===== src/rtl/atomic_read_arbiter.sv =====
// Two-requester round-robin front end that reads a 64-bit counter over a 32-bit port
// as an atomic low/high beat pair and returns the assembled value to the winner.
module atomic_read_arbiter (
    input  logic        clk,
    input  logic        reset,
    input  logic [1:0]  rd_req_i,
    output logic [1:0]  rd_valid_o,
    output logic        rd_err_o,
    output logic [63:0] rd_data_o,
    output logic        cnt_req_o,
    output logic        cnt_atomic_o,
    input  logic        cnt_ack_i,
    input  logic [31:0] cnt_count_i,
    output logic        busy_o,
    output logic        err_o
);

    typedef enum logic [2:0] {
        StIdle,
        StReqLo,
        StReqHi,
        StWaitHi,
        StResp,
        StErr
    } state_e;

    state_e      state_q;
    logic        grant_q;
    logic        last_grant_q;
    logic [31:0] low_q;
    logic [31:0] high_q;
    logic        data_en_q;
    logic        win;
    logic [1:0]  grant_vec;

    // A lone requester always wins; on a tie the one not served last time wins.
    always_comb begin
        win = 1'b0;
        if (rd_req_i == 2'b10) begin
            win = 1'b1;
        end else if (rd_req_i == 2'b11) begin
            win = ~last_grant_q;
        end
    end

    assign grant_vec = grant_q ? 2'b10 : 2'b01;

    // Only flop outputs feed this gate, so the data bus stays zero except during RESP.
    assign rd_data_o = data_en_q ? {high_q, low_q} : 64'd0;

    always_ff @(posedge clk or negedge reset) begin
        if (!reset) begin
            state_q      <= StIdle;
            grant_q      <= 1'b0;
            last_grant_q <= 1'b1;
            low_q        <= 32'd0;
            high_q       <= 32'd0;
            data_en_q    <= 1'b0;
            rd_valid_o   <= 2'b00;
            rd_err_o     <= 1'b0;
            cnt_req_o    <= 1'b0;
            cnt_atomic_o <= 1'b0;
            busy_o       <= 1'b0;
            err_o        <= 1'b0;
        end else begin
            rd_valid_o   <= 2'b00;
            rd_err_o     <= 1'b0;
            data_en_q    <= 1'b0;
            cnt_req_o    <= 1'b0;
            cnt_atomic_o <= 1'b0;
            busy_o       <= 1'b1;
            unique case (state_q)
                StIdle: begin
                    if (|rd_req_i) begin
                        state_q      <= StReqLo;
                        grant_q      <= win;
                        last_grant_q <= win;
                        cnt_req_o    <= 1'b1;
                        cnt_atomic_o <= 1'b1;
                    end else begin
                        busy_o <= 1'b0;
                    end
                end
                StReqLo: begin
                    state_q   <= StReqHi;
                    cnt_req_o <= 1'b1;
                end
                StReqHi: begin
                    if (cnt_ack_i) begin
                        low_q   <= cnt_count_i;
                        state_q <= StWaitHi;
                    end else begin
                        state_q    <= StErr;
                        rd_valid_o <= grant_vec;
                        rd_err_o   <= 1'b1;
                        err_o      <= 1'b1;
                    end
                end
                StWaitHi: begin
                    if (cnt_ack_i) begin
                        high_q     <= cnt_count_i;
                        state_q    <= StResp;
                        rd_valid_o <= grant_vec;
                        data_en_q  <= 1'b1;
                    end else begin
                        state_q    <= StErr;
                        rd_valid_o <= grant_vec;
                        rd_err_o   <= 1'b1;
                        err_o      <= 1'b1;
                    end
                end
                StResp, StErr: begin
                    state_q <= StIdle;
                    busy_o  <= 1'b0;
                end
                default: begin
                    state_q <= StIdle;
                    busy_o  <= 1'b0;
                end
            endcase
            // An ack with no beat outstanding is a protocol error; it is otherwise ignored.
            if (cnt_ack_i && (state_q == StIdle || state_q == StReqLo || state_q == StResp)) begin
                err_o <= 1'b1;
            end
        end
    end

endmodule

===== config.mk =====
export PLATFORM = sky130hd
export DESIGN_NAME = atomic_read_arbiter
export DESIGN_NICKNAME = d
export VERILOG_FILES = /design/src/rtl/atomic_read_arbiter.sv
export SDC_FILE = /design/constraint.sdc
export NUM_CORES = 1
export LEC_CHECK = 0
export CAP_MARGIN = 20
export CORE_MARGIN = 2
export CORE_UTILIZATION = 42
export CTS_CLUSTER_SIZE = 16
export DETAILED_ROUTE_END_ITERATION = 6
export GPL_TIMING_DRIVEN = 0
export HOLD_SLACK_MARGIN = 0.1
export PLACE_DENSITY = 0.77
export SLEW_MARGIN = 25
export SYNTH_ARGS = -nofsm -noshare
export SYNTH_HDL_FRONTEND = slang
export SYNTH_SLANG_ARGS = --single-unit

===== constraint.sdc =====
create_clock -name clk -period 1.5 [get_ports clk]
set_clock_uncertainty 0.15 [all_clocks]
set_input_delay 0.3 -clock clk [delete_from_list [all_inputs] [get_ports clk]]
set_output_delay 0.3 -clock clk [all_outputs]
set_load 0.005 [all_outputs]

==> results.sh, run 1 <==
export IMPL_worst_slew_margin_rel_pct=71.5
export IMPL_dr_pass1_iters=4
export IMPL_antenna_diode_count=0
export IMPL_crit_path_end="rd_data_o[20]"
export IMPL_drt_initial_drc_count=53
export IMPL_multi_input_area_um2=1650
export IMPL_dp_cells=459
export IMPL_vias_per_cell=4.87
export IMPL_cap_viol_max_count=0
export IMPL_rsz0062_at_grt="true"
export IMPL_tightest_slew_ns=0.428
export IMPL_setup_slack_ns=-0.257
export IMPL_via_count=2446
export IMPL_worstSetupPathType="register to output port"
export IMPL_r2r_start="state_q[2]$_DFFE_PN0P_"
export IMPL_ys_seq_elements=77
export IMPL_grt_antenna_before_repair=0
export IMPL_clk_pin_slew_worst_paths_ns=0.08
export IMPL_drtAntennaViolNets=0
export IMPL_clk_path_buf_depth=2
export IMPL_drc=0
export IMPL_timing_hold_ws_ns=0.292
export IMPL_grt_pass1_vias=2581
export IMPL_setup_tns_ns=-22.73
export IMPL_stdcell_area_um2=5740
export IMPL_critPathLaunch="data_en_q$_DFF_PN0_"
export IMPL_status="complete, but fails checks"
export IMPL_area_growth_pct=71.0
export IMPL_finalPower_w=0.00920
export IMPL_fill_cells=511
export IMPL_crit_path_start_kind="register"
export IMPL_synth_edf_count=0
export IMPL_ys_warn_count=0
export IMPL_port_buffers=107
export IMPL_htree_levels=3
export IMPL_layout_drive_gt1_share_pct=65.0
export IMPL_slowest_stage="dfrtp_2"
export IMPL_max_freq_ghz=0.569
export IMPL_period_minus_slack_ns=1.76
export IMPL_regArea_um2=1930
export IMPL_grt_max_degree=49
export IMPL_yosys_most_used_dff="dfrtp_1"
export IMPL_rows=32
export IMPL_drt_total_wl_um=8470
export IMPL_p_leak_nw=2.71
export IMPL_yosysMostFrequentCell="dfrtp_1"
export IMPL_cp_end_kind="output port"
export IMPL_setup_viol=122
export IMPL_nets=432
export IMPL_cellPowerDensity_nw_per_um2=1600
export IMPL_start_util_pct=43.5
export IMPL_timing_final_hold_violations=0
export IMPL_grt_ovfl_total=0
export IMPL_syn_inst=249
export IMPL_worstSkewPairLatency_ns=0.33
export IMPL_cpMostUsedCell="buf_8"
export IMPL_yosys_top_cells_count="dfrtp_1 (76), and2_1 (64), mux2_2 (62), clkbuf_1 (9)"
export IMPL_die_y_um=93.4
export IMPL_rrSetupSlack_ns=-0.19
export IMPL_rr_worst_depth=4
export IMPL_cts_buffers=9
export IMPL_core_um2=7730
export IMPL_yosysSeqAreaShare_pct=57.4
export IMPL_hp_class="input port to asynchronous set/reset pin"
export IMPL_period_share_pct=117
export IMPL_io_pins=108
export IMPL_syn_num_nets=286
export IMPL_synth_top_area_share_pct=56.6
export IMPL_crit_path_max_fanout=6
export IMPL_critical_path_cell_chain="buf_8 > buf_8 > and2_1 > buf_2"
export IMPL_cts_sinks=77
export IMPL_routedWlPerCell_um=16.9
export IMPL_synthTopCellsByArea="dfrtp_1 (57%), mux2_2 (21%), and2_1 (12%)"
export IMPL_gpl_final_weighted_congestion=0.742
export IMPL_cts_tree="done"
export IMPL_design_die_area_um2=8730
export IMPL_cp_required_ns=1.05
export IMPL_slew_violations=0
export IMPL_synth_async_sr_flop_share_pct=100
export IMPL_r2r_end="low_q[12]$_DFFE_PN0P_"
export IMPL_cp_arrival_ns=1.31
export IMPL_max_stage_delay_ns=0.44
export IMPL_violations="setup timing"
export IMPL_synthesis_area_um2=3360
export IMPL_dieWidth_um=93.4
export IMPL_yosys_area_top_type="dfrtp_1"
export IMPL_avgSynthCellArea_um2=13.5
export IMPL_grt_usage_pct=19.6
export IMPL_peakVddDrop_mv=0.816
export IMPL_place_area_um2=4690
export IMPL_dp_hpwl_um=4920
export IMPL_final_instance_count_excl_fill=502
export IMPL_grt_first_pass_wirelength_um=13200
export IMPL_cts_root_buf="clkbuf_8"
export IMPL_yosysUniqueCellTypes=28
## cells in the final DEF, fill, tap and decap left out, drive strengths merged
cell type       n
a21oi           2
a211o           1
a22o            1
nand3b          1
nand2           1
clkinv          2
nand4b          2
and4bb          1
or2b            1
inv             1
nor4            2
and2b           1
dlygate4sd2     8
mux2           65
nor2            3
buf            98
nand2b          2
or4b            1
bufinv          2
and2           64
nor4b           1
nor3            3
nor3b           2
clkdlybuf4s50  34
a211oi          1
dfstp           1
dfrtp          76
clkbuf         22
dlygate4sd3     1
## worst min path at each step
stage,to,cells past startpoint
6_report,low_q[7]$_DFFE_PN0P_,2
5_1_grt,high_q[7]$_DFFE_PN0P_,2
4_1_cts,low_q[7]$_DFFE_PN0P_,2
3_5_place_dp,low_q[7]$_DFFE_PN0P_,1
3_3_place_gp,rd_valid_o[0]$_DFF_PN0_,1
2_1_floorplan,busy_o$_DFF_PN0_,0
## metrics by stage
| stage | util [%] | setup slack (ns) |
|---|---|---|
| after floorplan | - | -0.0523 |
| after global placement | 60.4 | -2.76 |
| after detailed placement | 60.7 | -0.691 |
| after CTS | 69.7 | -0.272 |
| after global routing | 74.3 | -0.303 |
| final | 74.3 | -0.257 |
## layout make-up
type / count / share of cell area (%)
clock inverter: 4 / 1.22
multi-input combinational: 155 / 28.8
buffer: 16 / 4.44
inverter: 1 / 0.0654
timing repair buffer: 135 / 27.0
clock buffer: 12 / 2.70
tap: 102 / 2.22
sequential: 77 / 33.6
## power breakdown
group / internal (W) / switching [W]
logic: 0.00259 / 0.00118
registers: 0.00310 / 0.000568
clock network: 0.00102 / 0.000742
total: 0.00671 / 0.00249
## layer usage
metal  up-vias  track usage [%]  part of all wire [%]  wire (um)
met2        78             32.9                    51       4340
met1      1229             25.3                    42       3550
li1       1131                -                     -          -
met5         -                0                     0          0
met3         8             4.35                   5.9        502
met4         0             5.88                  0.90         76
## state kept, by name, summed over array words and instances, names as in the netlist
name / count
busy_o: 1
cnt_atomic_o: 1
cnt_req_o: 1
data_en_q: 1
err_o: 1
grant_q: 1
high_q: 32
last_grant_q: 1
low_q: 32
rd_err_o: 1
rd_valid_o: 2
state_q: 3
## kinds of logic (layout without fill, tap and decap cells)
group	Yosys count	after routing	synth area share (%)
mux	65	65	22.1
compound gates	5	5	1.04
simple gates	84	85	16.2
flops	77	77	57.4
buf+inv	18	168	3.20
## worst max-delay path: cells and delay by family, from the launching register on
family        cells  cell delay, ns
buf+inv           3            0.41
simple gates      1            0.12
flops             1            0.44
## what timing repair did
item,in CTS,in global routing
setup endpoints to repair,134,131
gates cloned,9,4
endpoints found under the hold margin,29,0
hold buffers,1,0
pin swaps,3,3
setup buffers,9,5
gates resized for setup,409,62
Power figures use the tool's default switching activity.
==> run 2, diff against run 1 <==
--- a/config.mk
+++ b/config.mk
@@ -13,6 +13,7 @@
 export GPL_TIMING_DRIVEN = 0
 export HOLD_SLACK_MARGIN = 0.1
 export PLACE_DENSITY = 0.77
+export REMOVE_ABC_BUFFERS = 1
 export SLEW_MARGIN = 25
 export SYNTH_ARGS = -nofsm -noshare
 export SYNTH_HDL_FRONTEND = slang
==> run 2 against run 1 <==
  * The run still ends with setup timing left
  * Die area is the same
  * Final area shrank 9.8%
  * Non-clock buffer count shrank 6
  * Via count grew 0.86%
  * Sequential power shrank 1%
  * Maximum frequency shrank 6.7%
  * Power shrank 5.1%
  * Setup slack lost 0.13 ns
  * Worst hold slack lost 0.029 ns
  * Sequential share of layout area grew 3.8 points
  * Global-route usage grew 0.45 points
  * Flip-flop and latch count is the same
  * Critical endpoint is now rd_data_o[9]
  * Largest cell class unchanged
  * Largest power group is now registers
==> results.sh, run 2 (synthesis results as in run 1) <==
export IMPL_status="complete, but fails checks"
export IMPL_violations="setup timing"
export IMPL_fill_cells=600
export IMPL_finalPower_w=0.00873
export IMPL_drt_initial_drc_count=51
export IMPL_port_buffers=107
export IMPL_setup_slack_ns=-0.383
export IMPL_core_um2=7730
export IMPL_critical_path_cell_chain="buf_4 > and2_1 > dlygate4sd2_1"
export IMPL_gpl_final_weighted_congestion=0.719
export IMPL_period_share_pct=126
export IMPL_max_stage_delay_ns=0.52
export IMPL_crit_path_max_fanout=6
export IMPL_clk_pin_slew_worst_paths_ns=0.08
export IMPL_dr_pass1_iters=4
export IMPL_peakVddDrop_mv=0.878
export IMPL_cts_root_buf="clkbuf_8"
export IMPL_grt_usage_pct=20.0
export IMPL_final_common_cell="dfrtp_1"
export IMPL_cap_viol_max_count=0
export IMPL_start_util_pct=43.5
export IMPL_drtAntennaViolNets=0
export IMPL_cellPowerDensity_nw_per_um2=1690
export IMPL_max_freq_ghz=0.531
export IMPL_dp_hpwl_um=4670
export IMPL_r2r_start="state_q[0]$_DFFE_PN0P_"
export IMPL_grt_ovfl_total=0
export IMPL_p_leak_nw=2.59
export IMPL_worst_slew_margin_rel_pct=69.4
export IMPL_clk_path_buf_depth=2
export IMPL_design_die_area_um2=8730
export IMPL_cts_tree="done"
export IMPL_slew_violations=0
export IMPL_postLayoutCoreUtil_pct=67.0
export IMPL_cp_arrival_ns=1.43
export IMPL_nets=427
export IMPL_routedWlPerCell_um=17.6
export IMPL_grt_max_degree=50
export IMPL_most_common_layout_cells="dfrtp_1 (72), and2_1 (45), clkbuf_2 (39), clkdlybuf4s50_1 (34), mux2_4 (33)"
export IMPL_grt_pass1_vias=2544
export IMPL_worstSkewPairLatency_ns=0.34
export IMPL_reg_top3="high_q x32, low_q x32, state_q x3"
export IMPL_tightest_slew_ns=0.459
export IMPL_rr_worst_depth=4
export IMPL_cts_sinks=77
export IMPL_drt_total_wl_um=8730
export IMPL_path_delay_family="flip-flops"
export IMPL_drc=0
export IMPL_timing_final_hold_violations=0
export IMPL_critPathLaunch="data_en_q$_DFF_PN0_"
export IMPL_rows=32
export IMPL_hp_class="input port to asynchronous set/reset pin"
export IMPL_slowest_stage="dfrtp_4"
export IMPL_cp_buffers_inverters=2
export IMPL_setup_tns_ns=-23.76
export IMPL_htree_levels=3
export IMPL_cts_buffers=9
export IMPL_regArea_um2=1940
export IMPL_worstSetupPathType="register to output port"
export IMPL_area_growth_pct=54.2
export IMPL_grt_first_pass_wirelength_um=13300
export IMPL_layout_drive_gt1_share_pct=50.9
export IMPL_multi_input_area_um2=1560
export IMPL_setup_viol=101
export IMPL_via_count=2467
export IMPL_die_y_um=93.4
export IMPL_crit_path_start_kind="register"
export IMPL_grt_antenna_before_repair=0
export IMPL_cp_end_kind="output port"
export IMPL_period_minus_slack_ns=1.88
export IMPL_vias_per_cell=4.96
export IMPL_dieWidth_um=93.4
export IMPL_r2r_end="low_q[15]$_DFFE_PN0P_"
export IMPL_rrSetupSlack_ns=-0.17
export IMPL_rsz0062_at_grt="true"
export IMPL_io_pins=108
export IMPL_timing_hold_ws_ns=0.264
export IMPL_antenna_diode_count=0
export IMPL_cp_required_ns=1.05
## run 2: cell count changes in the layout (fill, tap and decap cells not counted), sizes merged, moves of 5 or more
| cell | delta |
|---|---|
| buf | -49 |
| dlygate4sd2 | +5 |
| dlymetal6s2s | +7 |
| clkbuf | +31 |
## run 2: through the flow
stage	instance area (um^2)	setup WS, ns	std cells
3_5_place_dp	4520	-1.11	443
5_1_grt	5180	-0.432	497
3_3_place_gp	4450	-2.71	441
4_1_cts	5130	-0.603	487
6_report	5180	-0.383	497
2_1_floorplan	3250	-0.458	232
## run 2: worst max-delay path by stage
stage | end | slack [ns] | depth (start not counted)
final | rd_data_o[9] | -0.38 | 3
after global routing | rd_data_o[9] | -0.43 | 3
after CTS | rd_data_o[22] | -0.60 | 3
after detailed placement | low_q[4]$_DFFE_PN0P_ | -1.11 | 3
after global placement | high_q[11]$_DFFE_PN0P_ | -2.71 | 1
after floorplan | high_q[0]$_DFFE_PN0P_ | -0.46 | 2
## run 2: where the power goes
group	switching [W]	leakage [nW]	internal [W]
Combinational	0.00120	1.57	0.00227
Clock	0.000738	0.106	0.000904
Sequential	0.000515	0.921	0.00310
## run 2: cell type report
class | instances | area share [%]
Clock buffer | 13 | 3.26
Clock inverter | 3 | 0.821
Inverter | 1 | 0.0725
Multi-Input combinational cell | 156 | 30.0
Sequential cell | 77 | 37.4
Tap cell | 102 | 2.46
Timing Repair Buffer | 145 | 26.0
## run 2: layer usage
layer,vias up,share of wire [%],global-route usage (%),routed length [um]
met4,0,2.5,8.58,216
met1,1230,44,25.5,3810
met2,79,48,32.6,4210
met5,-,0,0,0
li1,1135,-,-,-
met3,23,5.6,4.83,490
## run 2: repair_timing
action | 4_1_cts | 5_1_grt
resized for setup | 131 | 139
hold endpoints to repair | 35 | 0
pin swaps | 6 | 5
setup endpoints to repair | 138 | 130
buffers inserted | 23 | 13
hold buffers | 1 | 0
gates cloned | 4 | 1
